<file path="config.mk">
export PLATFORM = sky130hd
export DESIGN_NAME = pipeline_hazard_ctrl_flat
export DESIGN_NICKNAME = d
export VERILOG_FILES = /design/src/rtl/pipeline_hazard_ctrl_if.sv /design/src/rtl/pipeline_hazard_ctrl.sv /design/src/flat_wrapper.sv
export SDC_FILE = /design/constraint.sdc
export NUM_CORES = 1
export LEC_CHECK = 0
export CAP_MARGIN = 15
export CORE_MARGIN = 2
export CORE_UTILIZATION = 30
export CTS_CLUSTER_DIAMETER = 100
export DETAILED_ROUTE_END_ITERATION = 12
export SLEW_MARGIN = 20
export SYNTH_ARGS = -nofsm -noshare
export SYNTH_HDL_FRONTEND = slang
export SYNTH_SLANG_ARGS = --single-unit
</file>
<file path="constraint.sdc">
create_clock -name CLK -period 2.6 [get_ports CLK]
set_input_delay 0.52 -clock CLK [delete_from_list [all_inputs] [get_ports CLK]]
set_output_delay 0.52 -clock CLK [all_outputs]
set_load 0.02 [all_outputs]
</file>
<file path="src/rtl/pipeline_hazard_ctrl_if.sv">
// Control bundle between the pipeline datapath and its hazard/sequencing controller.
// ihit/dhit are single-cycle completion strobes; a pending memory op waits until dhit.
interface pipeline_hazard_ctrl_if #(
    parameter int REG_W = 5,
    parameter int CNT_W = 32
);
    logic             ihit;
    logic             dhit;
    logic             dREN_m;
    logic             dWEN_m;
    logic             halt_m;
    logic             pcsrc_m;
    logic             memtoreg_e;
    logic [REG_W-1:0] rd_e;
    logic [REG_W-1:0] rs_d;
    logic [REG_W-1:0] rt_d;
    logic             uses_rt_d;

    logic             pc_en;
    logic             en_if_id;
    logic             en_id_ex;
    logic             en_ex_mem;
    logic             en_mem_wb;
    logic             flush_if_id;
    logic             flush_id_ex;
    logic             flush_ex_mem;
    logic             halt;
    logic [CNT_W-1:0] stall_cnt;
    logic [1:0]       fsm_state;

    modport master (
        input  ihit, dhit, dREN_m, dWEN_m, halt_m, pcsrc_m, memtoreg_e,
               rd_e, rs_d, rt_d, uses_rt_d,
        output pc_en, en_if_id, en_id_ex, en_ex_mem, en_mem_wb,
               flush_if_id, flush_id_ex, flush_ex_mem, halt, stall_cnt, fsm_state
    );

    modport slave (
        output ihit, dhit, dREN_m, dWEN_m, halt_m, pcsrc_m, memtoreg_e,
               rd_e, rs_d, rt_d, uses_rt_d,
        input  pc_en, en_if_id, en_id_ex, en_ex_mem, en_mem_wb,
               flush_if_id, flush_id_ex, flush_ex_mem, halt, stall_cnt, fsm_state
    );
endinterface

</file>
<file path="src/rtl/pipeline_hazard_ctrl.sv">
// Sequencing controller for a 5-stage pipeline: latch enables/flushes, PC enable,
// memory waits, load-use stalls, MEM-resolved control flushes, halt, stall counter.
module pipeline_hazard_ctrl #(
    parameter int REG_W = 5,
    parameter int CNT_W = 32
) (
    input logic                   CLK,
    input logic                   nRST,
    pipeline_hazard_ctrl_if.master bus
);
    typedef enum logic [1:0] {
        RUN     = 2'd0,
        MEMWAIT = 2'd1,
        HALT    = 2'd2
    } state_t;

    state_t           state, next_state;
    logic [CNT_W-1:0] cnt;
    logic             memreq, loaduse, adv;
    logic             pc_en_c, en_if_id_c, en_id_ex_c, en_ex_mem_c, en_mem_wb_c;
    logic             flush_if_id_c, flush_id_ex_c, flush_ex_mem_c;

    assign memreq  = bus.dREN_m | bus.dWEN_m;
    assign loaduse = bus.memtoreg_e && (bus.rd_e != {REG_W{1'b0}}) &&
                     ((bus.rd_e == bus.rs_d) || (bus.uses_rt_d && (bus.rd_e == bus.rt_d)));

    always_ff @(posedge CLK or negedge nRST) begin
        if (!nRST) begin
            state <= RUN;
        end else begin
            state <= next_state;
        end
    end

    always_comb begin
        next_state     = state;
        adv            = 1'b0;
        pc_en_c        = 1'b0;
        en_if_id_c     = 1'b0;
        en_id_ex_c     = 1'b0;
        en_ex_mem_c    = 1'b0;
        en_mem_wb_c    = 1'b0;
        flush_if_id_c  = 1'b0;
        flush_id_ex_c  = 1'b0;
        flush_ex_mem_c = 1'b0;

        case (state)
            RUN: begin
                if (memreq && !bus.dhit) begin
                    next_state = MEMWAIT;
                end else begin
                    adv = bus.ihit | (memreq & bus.dhit);
                end
            end
            MEMWAIT: begin
                if (bus.dhit) begin
                    adv        = 1'b1;
                    next_state = RUN;
                end
            end
            default: ;
        endcase

        // Priority: halt, then MEM-resolved redirect, then load-use, then fetch miss.
        if (adv) begin
            en_if_id_c  = 1'b1;
            en_id_ex_c  = 1'b1;
            en_ex_mem_c = 1'b1;
            en_mem_wb_c = 1'b1;
            if (bus.halt_m) begin
                flush_if_id_c  = 1'b1;
                flush_id_ex_c  = 1'b1;
                flush_ex_mem_c = 1'b1;
                next_state     = HALT;
            end else if (bus.pcsrc_m) begin
                pc_en_c        = 1'b1;
                flush_if_id_c  = 1'b1;
                flush_id_ex_c  = 1'b1;
                flush_ex_mem_c = 1'b1;
            end else if (loaduse) begin
                en_if_id_c    = 1'b0;
                flush_id_ex_c = 1'b1;
            end else if (!bus.ihit) begin
                flush_if_id_c = 1'b1;
            end else begin
                pc_en_c = 1'b1;
            end
        end
    end

    always_ff @(posedge CLK or negedge nRST) begin
        if (!nRST) begin
            cnt <= '0;
        end else if (!pc_en_c && (state != HALT) && (cnt != {CNT_W{1'b1}})) begin
            cnt <= cnt + {{(CNT_W-1){1'b0}}, 1'b1};
        end
    end

    assign bus.pc_en        = pc_en_c        & nRST;
    assign bus.en_if_id     = en_if_id_c     & nRST;
    assign bus.en_id_ex     = en_id_ex_c     & nRST;
    assign bus.en_ex_mem    = en_ex_mem_c    & nRST;
    assign bus.en_mem_wb    = en_mem_wb_c    & nRST;
    assign bus.flush_if_id  = flush_if_id_c  & nRST;
    assign bus.flush_id_ex  = flush_id_ex_c  & nRST;
    assign bus.flush_ex_mem = flush_ex_mem_c & nRST;
    assign bus.halt         = (state == HALT);
    assign bus.stall_cnt    = cnt;
    assign bus.fsm_state    = state;
endmodule

</file>
<file path="src/flat_wrapper.sv">
// flat-port wrapper written by rule: the top's interface ports become plain ports
module pipeline_hazard_ctrl_flat 
#(
    parameter int REG_W = 5,
    parameter int CNT_W = 32
)
  (CLK, nRST, bus_ihit, bus_dhit, bus_dREN_m, bus_dWEN_m, bus_halt_m, bus_pcsrc_m, bus_memtoreg_e, bus_rd_e, bus_rs_d, bus_rt_d, bus_uses_rt_d, bus_pc_en, bus_en_if_id, bus_en_id_ex, bus_en_ex_mem, bus_en_mem_wb, bus_flush_if_id, bus_flush_id_ex, bus_flush_ex_mem, bus_halt, bus_stall_cnt, bus_fsm_state);
  pipeline_hazard_ctrl_if #(.REG_W(REG_W), .CNT_W(CNT_W)) bus_i ();
  input logic CLK;
  input logic nRST;
  input wire logic [$bits(bus_i.ihit)-1:0] bus_ihit;
  input wire logic [$bits(bus_i.dhit)-1:0] bus_dhit;
  input wire logic [$bits(bus_i.dREN_m)-1:0] bus_dREN_m;
  input wire logic [$bits(bus_i.dWEN_m)-1:0] bus_dWEN_m;
  input wire logic [$bits(bus_i.halt_m)-1:0] bus_halt_m;
  input wire logic [$bits(bus_i.pcsrc_m)-1:0] bus_pcsrc_m;
  input wire logic [$bits(bus_i.memtoreg_e)-1:0] bus_memtoreg_e;
  input wire logic [$bits(bus_i.rd_e)-1:0] bus_rd_e;
  input wire logic [$bits(bus_i.rs_d)-1:0] bus_rs_d;
  input wire logic [$bits(bus_i.rt_d)-1:0] bus_rt_d;
  input wire logic [$bits(bus_i.uses_rt_d)-1:0] bus_uses_rt_d;
  output wire logic [$bits(bus_i.pc_en)-1:0] bus_pc_en;
  output wire logic [$bits(bus_i.en_if_id)-1:0] bus_en_if_id;
  output wire logic [$bits(bus_i.en_id_ex)-1:0] bus_en_id_ex;
  output wire logic [$bits(bus_i.en_ex_mem)-1:0] bus_en_ex_mem;
  output wire logic [$bits(bus_i.en_mem_wb)-1:0] bus_en_mem_wb;
  output wire logic [$bits(bus_i.flush_if_id)-1:0] bus_flush_if_id;
  output wire logic [$bits(bus_i.flush_id_ex)-1:0] bus_flush_id_ex;
  output wire logic [$bits(bus_i.flush_ex_mem)-1:0] bus_flush_ex_mem;
  output wire logic [$bits(bus_i.halt)-1:0] bus_halt;
  output wire logic [$bits(bus_i.stall_cnt)-1:0] bus_stall_cnt;
  output wire logic [$bits(bus_i.fsm_state)-1:0] bus_fsm_state;
  assign bus_i.ihit = bus_ihit;
  assign bus_i.dhit = bus_dhit;
  assign bus_i.dREN_m = bus_dREN_m;
  assign bus_i.dWEN_m = bus_dWEN_m;
  assign bus_i.halt_m = bus_halt_m;
  assign bus_i.pcsrc_m = bus_pcsrc_m;
  assign bus_i.memtoreg_e = bus_memtoreg_e;
  assign bus_i.rd_e = bus_rd_e;
  assign bus_i.rs_d = bus_rs_d;
  assign bus_i.rt_d = bus_rt_d;
  assign bus_i.uses_rt_d = bus_uses_rt_d;
  assign bus_pc_en = bus_i.pc_en;
  assign bus_en_if_id = bus_i.en_if_id;
  assign bus_en_id_ex = bus_i.en_id_ex;
  assign bus_en_ex_mem = bus_i.en_ex_mem;
  assign bus_en_mem_wb = bus_i.en_mem_wb;
  assign bus_flush_if_id = bus_i.flush_if_id;
  assign bus_flush_id_ex = bus_i.flush_id_ex;
  assign bus_flush_ex_mem = bus_i.flush_ex_mem;
  assign bus_halt = bus_i.halt;
  assign bus_stall_cnt = bus_i.stall_cnt;
  assign bus_fsm_state = bus_i.fsm_state;
  pipeline_hazard_ctrl #(.REG_W(REG_W), .CNT_W(CNT_W)) u_core (.CLK(CLK), .nRST(nRST), .bus(bus_i));
endmodule
</file>
; ---- Word level (Yosys, flattened, before mapping)
; Cells that the tools add are included.
[classes]
mux = 30
n_eq_ne = 6
bitwise = 9
reduce_logical = 11
add_sub_neg = 1
[ops]
columns = op, count
row1 = adder 32 x 1 -> 32 bit (second input constant), 1
row2 = inequality test 32 bit (second input constant), 1
row3 = 2-to-1 mux 1 bit, 24
row4 = == test 5 bit, 2
row5 = 2-to-1 mux 2 bit, 4
row6 = bitwise AND 1 bit, 7
row7 = logical AND 1 bit, 6
row8 = nonzero test 5 bit, 1
row9 = one-hot mux 2 bit (2 select lines), 1
row10 = == test 2 x 1 -> 1 bit (second input constant), 1
row11 = == test 2 bit (second input constant), 1
row12 = logical NOT 1 bit, 2
row13 = logical NOT 2 bit, 1
row14 = inequality test 2 bit (second input constant), 1
row15 = bitwise OR 1 bit, 2
row16 = one-hot mux 1 bit (2 select lines), 1
row17 = logical OR 1 bit, 1
[totals]
elab_cells = 59
inputBits = 25
ff_bits = 34

; ---- Depth between registers and ports, before layout
[logic_depth]
word_depth = 11
mapped_depth = 8
mapped_depth_nobuf = 7

; ---- Worst setup path before layout
; Ideal clock, no wire load.
[synth_path]
path_kind = input -> output
startpoint = in bus_rd_e[0]
endpoint = out bus_pc_en
path_slack_ps = 151
path_stages = 6
t_arrival_ps = 1929
path_cell_list = or4_1 -> o21ai_0 -> inv_1 -> nand2_1 -> a21oi_1 -> nor3_1
[synth_between]
elab_chain_len = 9
elab_cells_between_ends = 12
[synth_rtl]
columns = item, line_no
row1 = from (decl), flat_wrapper.sv:18  ; input wire logic [$bits(bus_i.rd_e)-1:0] bus_rd_e;
row2 = == test 5 bit, pipeline_hazard_ctrl.sv:25  ; ((bus.rd_e == bus.rs_d) || (bus.uses_rt_d && (bus.rd_e == bus.rt_d)));
row3 = logical AND 1 bit, pipeline_hazard_ctrl.sv:25
row4 = logical OR 1 bit, pipeline_hazard_ctrl.sv:25
row5 = logical AND 1 bit *, pipeline_hazard_ctrl.sv:24  ; assign loaduse = bus.memtoreg_e && (bus.rd_e != {REG_W{1'b0}}) &&
row6 = 2-to-1 mux 1 bit *, pipeline_hazard_ctrl.sv:80  ; end else if (loaduse) begin
row7 = 2-to-1 mux 1 bit *, pipeline_hazard_ctrl.sv:75  ; end else if (bus.pcsrc_m) begin
row8 = 2-to-1 mux 1 bit *, pipeline_hazard_ctrl.sv:70  ; if (bus.halt_m) begin
row9 = 2-to-1 mux 1 bit *, pipeline_hazard_ctrl.sv:65  ; if (adv) begin
row10 = bitwise AND 1 bit *, pipeline_hazard_ctrl.sv:99  ; assign bus.pc_en = pc_en_c & nRST;
row11 = to (decl), flat_wrapper.sv:22  ; output wire logic [$bits(bus_i.pc_en)-1:0] bus_pc_en;
; Every way passes the cells marked *; elsewhere a longest branch is shown, timed or not.

; ---- Worst setup path after layout
[layout_path]
startpoint = in bus_rd_e[0]
endpoint = out bus_flush_if_id
[layout_between]
elab_chain_len = 9
elab_cells_between_ends = 12
[layout_rtl]
columns = item, line_no
row1 = == test 5 bit, pipeline_hazard_ctrl.sv:25
row2 = logical AND 1 bit, pipeline_hazard_ctrl.sv:25
row3 = logical OR 1 bit, pipeline_hazard_ctrl.sv:25
row4 = logical AND 1 bit *, pipeline_hazard_ctrl.sv:24
row5 = 2-to-1 mux 1 bit *, pipeline_hazard_ctrl.sv:80
row6 = 2-to-1 mux 1 bit *, pipeline_hazard_ctrl.sv:75
row7 = 2-to-1 mux 1 bit *, pipeline_hazard_ctrl.sv:70
row8 = 2-to-1 mux 1 bit *, pipeline_hazard_ctrl.sv:65
row9 = bitwise AND 1 bit *, pipeline_hazard_ctrl.sv:104  ; assign bus.flush_if_id = flush_if_id_c & nRST;
row10 = to (decl), flat_wrapper.sv:27  ; output wire logic [$bits(bus_i.flush_if_id)-1:0] bus_flush_if_id;
; Marks and branches as above.

==> results.cfg <==
[clocking]
clock-sinks = 34
cts_inserted_buffers = 5
clk_pin_slew_ns = 0.07
htree_levels = 2
tritoncts = yes
cts-root-buf = clkbuf_8
ctsHoldBuffers = 0
cts.path.max_buffers = 2
clkLatencyLatePin_ns = 0.29

[synthesis]
syn_area_sq_mm = 0.00199
ys_ff_latch = 34
synth_edf_count = 0
yosysSeqAreaShare_pct = 42.7
synth_cells = 210
async_flop_share_pct = 100
synth.distinct_cells = 36
ys_warn_count = 0
synthFlopType = dfrtp_1
avgSynthCellArea_sq_um = 9.49
synth_nets = 236

[die]
core_area_sq_mm = 0.00639
start_util_pct = 31.2
rows = 29
die_area_sq_mm = 0.00731
die_height_um = 85.5
pin_count = 68
die_w_um = 85.5

[cells_and_area]
multiInputGateArea_sq_mm = 0.00110
antennaDiodeCount = 0
drive_gt1_share_pct = 19.8
syn2layout_area_growth_pct = 50.7
regArea_sq_um = 851
nFillCells = 622
nets = 328
fin_area_sq_mm = 0.00300

[power]
ir_drop_mv = 0.432
finalPower_uw = 1760
leakagePower_uw = 0.00125
p_per_area_mw_per_mm2 = 587

[detailed_routing]
vias = 1875
wl_per_cell_um = 13.2
drt_drc_violations_left = 0
drt_iter0_markers = 47
drtAntennaViolNets = 0
vias_per_cell = 4.93
totalWireLength_um = 5000
drt-pass1-iter-count = 4

[sta]
setup_viol = 0
max_freq_mhz = 393
hold_viol_final = 0
rsz0062_at_grt = no
min_period_ns = 2.54
period_share_pct = 97.8
clock_skew_ns = 0.00224
relSlewSlack_pct = 71.7
worst_pin_slew_ns = 0.424
drv_slew = 0

[global_routing]
grt_pass1_vias = 1859
grt_max_degree = 35
antenna_found_initial = 0
gr-usage-all-layers_pct = 14.2
grt-ovfl-total = 0
grt_pass1_wl_um = 8300

[critical_path]
critPathCaptureType = output pin
crit_fanout = 3
arrival_ns = 2.02
critPathLaunchType = input pin
required_ns = 2.08
critPathKind = in -> out

[worst_hold_path]
hp-class = reg -> reg

[placed_design]
io_buffers = 67
dpl.hpwl_um = 3780
placed_area_sq_mm = 0.00288
place_congestion = 0.831

[status]
outcome = complete, no violations

[run]
maxCapViolCount = 0
## synthesized netlist by cell type (3+ instances only)
library cell	n	area, sq um
inv_1	5	18.8
nand2_1	17	63.8
xnor2_1	12	105
nor3_1	12	60.1
nand4_1	12	75.1
buf_2	4	20.0
dfrtp_1	34	851
a21oi_1	5	25.0
nor2_1	15	56.3
clkbuf_1	3	11.3
nor4_1	13	81.3
or4_1	5	37.5
nand3_1	13	65.1
xor2_1	29	254
## report_power, final
group          switching [uW]  leakage (uW)  internal, uW
combinational             301      0.000832           313
sequential                124      0.000367           621
clock                     190     0.0000482           213
## repair_timing
| item | in CTS | in global routing |
|---|---|---|
| resized for setup | 34 | 13 |
| pin swaps | 3 | 5 |
| cloned | 0 | 0 |
| buffers inserted | 2 | 3 |
| endpoints found under the setup margin | 8 | 7 |
## layout by cell type (no fill, tap or decap), types with 2 or more instances in the layout
cell type	instances
nand3_1	12
nor2_1	15
mux2_2	2
inv_1	4
clkbuf_2	4
xnor2_1	12
and4_1	2
nor4_1	13
clkdlybuf4s15_1	2
buf_2	2
a21oi_1	5
and3_1	2
nand3_2	3
nor3_2	2
nand2_1	17
or4_1	4
nand4_1	12
clkdlybuf4s50_1	54
o21a_1	2
xor2_1	29
buf_4	30
nor3_1	11
or3_1	2
dlygate4sd2_1	2
or4_4	3
clkbuf_8	6
dfrtp_1	34
## per-stage QoR
step	setup slack [ns]	cells	hold slack [ns]	setup TNS, ns	utilization, %
final	0.0578	380	0.491	0	47.0
after global routing	0.00142	380	0.508	0	47.0
after CTS	-0.00637	377	0.493	-0.0175	46.7
after detailed placement	-0.798	367	0.477	-8.01	45.0
after global placement	-0.730	367	0.477	-5.50	45.0
after floorplan	0.151	210	0.224	0	-
## final timing paths
| check | start | endpoint | slack, ns | cells after the start |
|---|---|---|---|---|
| hold reg to reg | u_core.bus.stall_cnt[20] | u_core.bus.stall_cnt[20] | 0.49 | 1 |
| setup / recovery | bus_rd_e[0] | bus_flush_if_id | 0.06 | 8 |
| setup reg to reg | u_core.bus.stall_cnt[13] | u_core.bus.stall_cnt[11] | 0.44 | 7 |
| hold / removal | u_core.bus.stall_cnt[20] | u_core.bus.stall_cnt[20] | 0.49 | 1 |
| max in group asynchronous | nRST | u_core.bus.stall_cnt[26] | 1.51 | 2 |
| min in group asynchronous | nRST | u_core.bus.stall_cnt[14] | 0.78 | 2 |
## logic make-up (layout without fill, tap and decap cells)
kind of cell,Yosys count,count (layout),synth area share (%)
AND/OR/NAND/NOR,105,105,30.1
AO/OA/AOI/OAI,12,12,3.64
adder cells (fa/ha/maj),1,1,0.628
XOR/XNOR,41,41,18.0
flip-flops,34,34,42.7
multiplexers,2,2,1.13
buffers and inverters,15,108,3.83
## metal layers
metal / wire [um] / global-route usage, % / vias to the layer above
met2: 2360 / 23.7 / 72
met5: 0 / 0 / -
met1: 2120 / 17.2 / 864
met4: 61 / 3.46 / 0
met3: 464 / 5.58 / 5
li1: - / - / 934
## layout make-up
type	count	area share, %
sequential	34	28.3
timing repair buffer	95	28.2
tap	77	3.21
clock inverter	1	0.167
clock buffer	7	2.88
inverter	5	0.625
multi-input combinational	161	36.6
## flip-flops by register name (all words and copies together), names as in the netlist
signal	cells
u_core.bus.fsm_state	2
u_core.bus.stall_cnt	32
## critical path, cell delays in order
cell,delay (ns)
clkdlybuf4s15_1,0.19
or4_4,0.56
o21ai_4,0.15
inv_2,0.05
and2_4,0.16
o21a_1,0.16
nor2_1,0.09
buf_4,0.15
(Power assumes the default switching activity.)
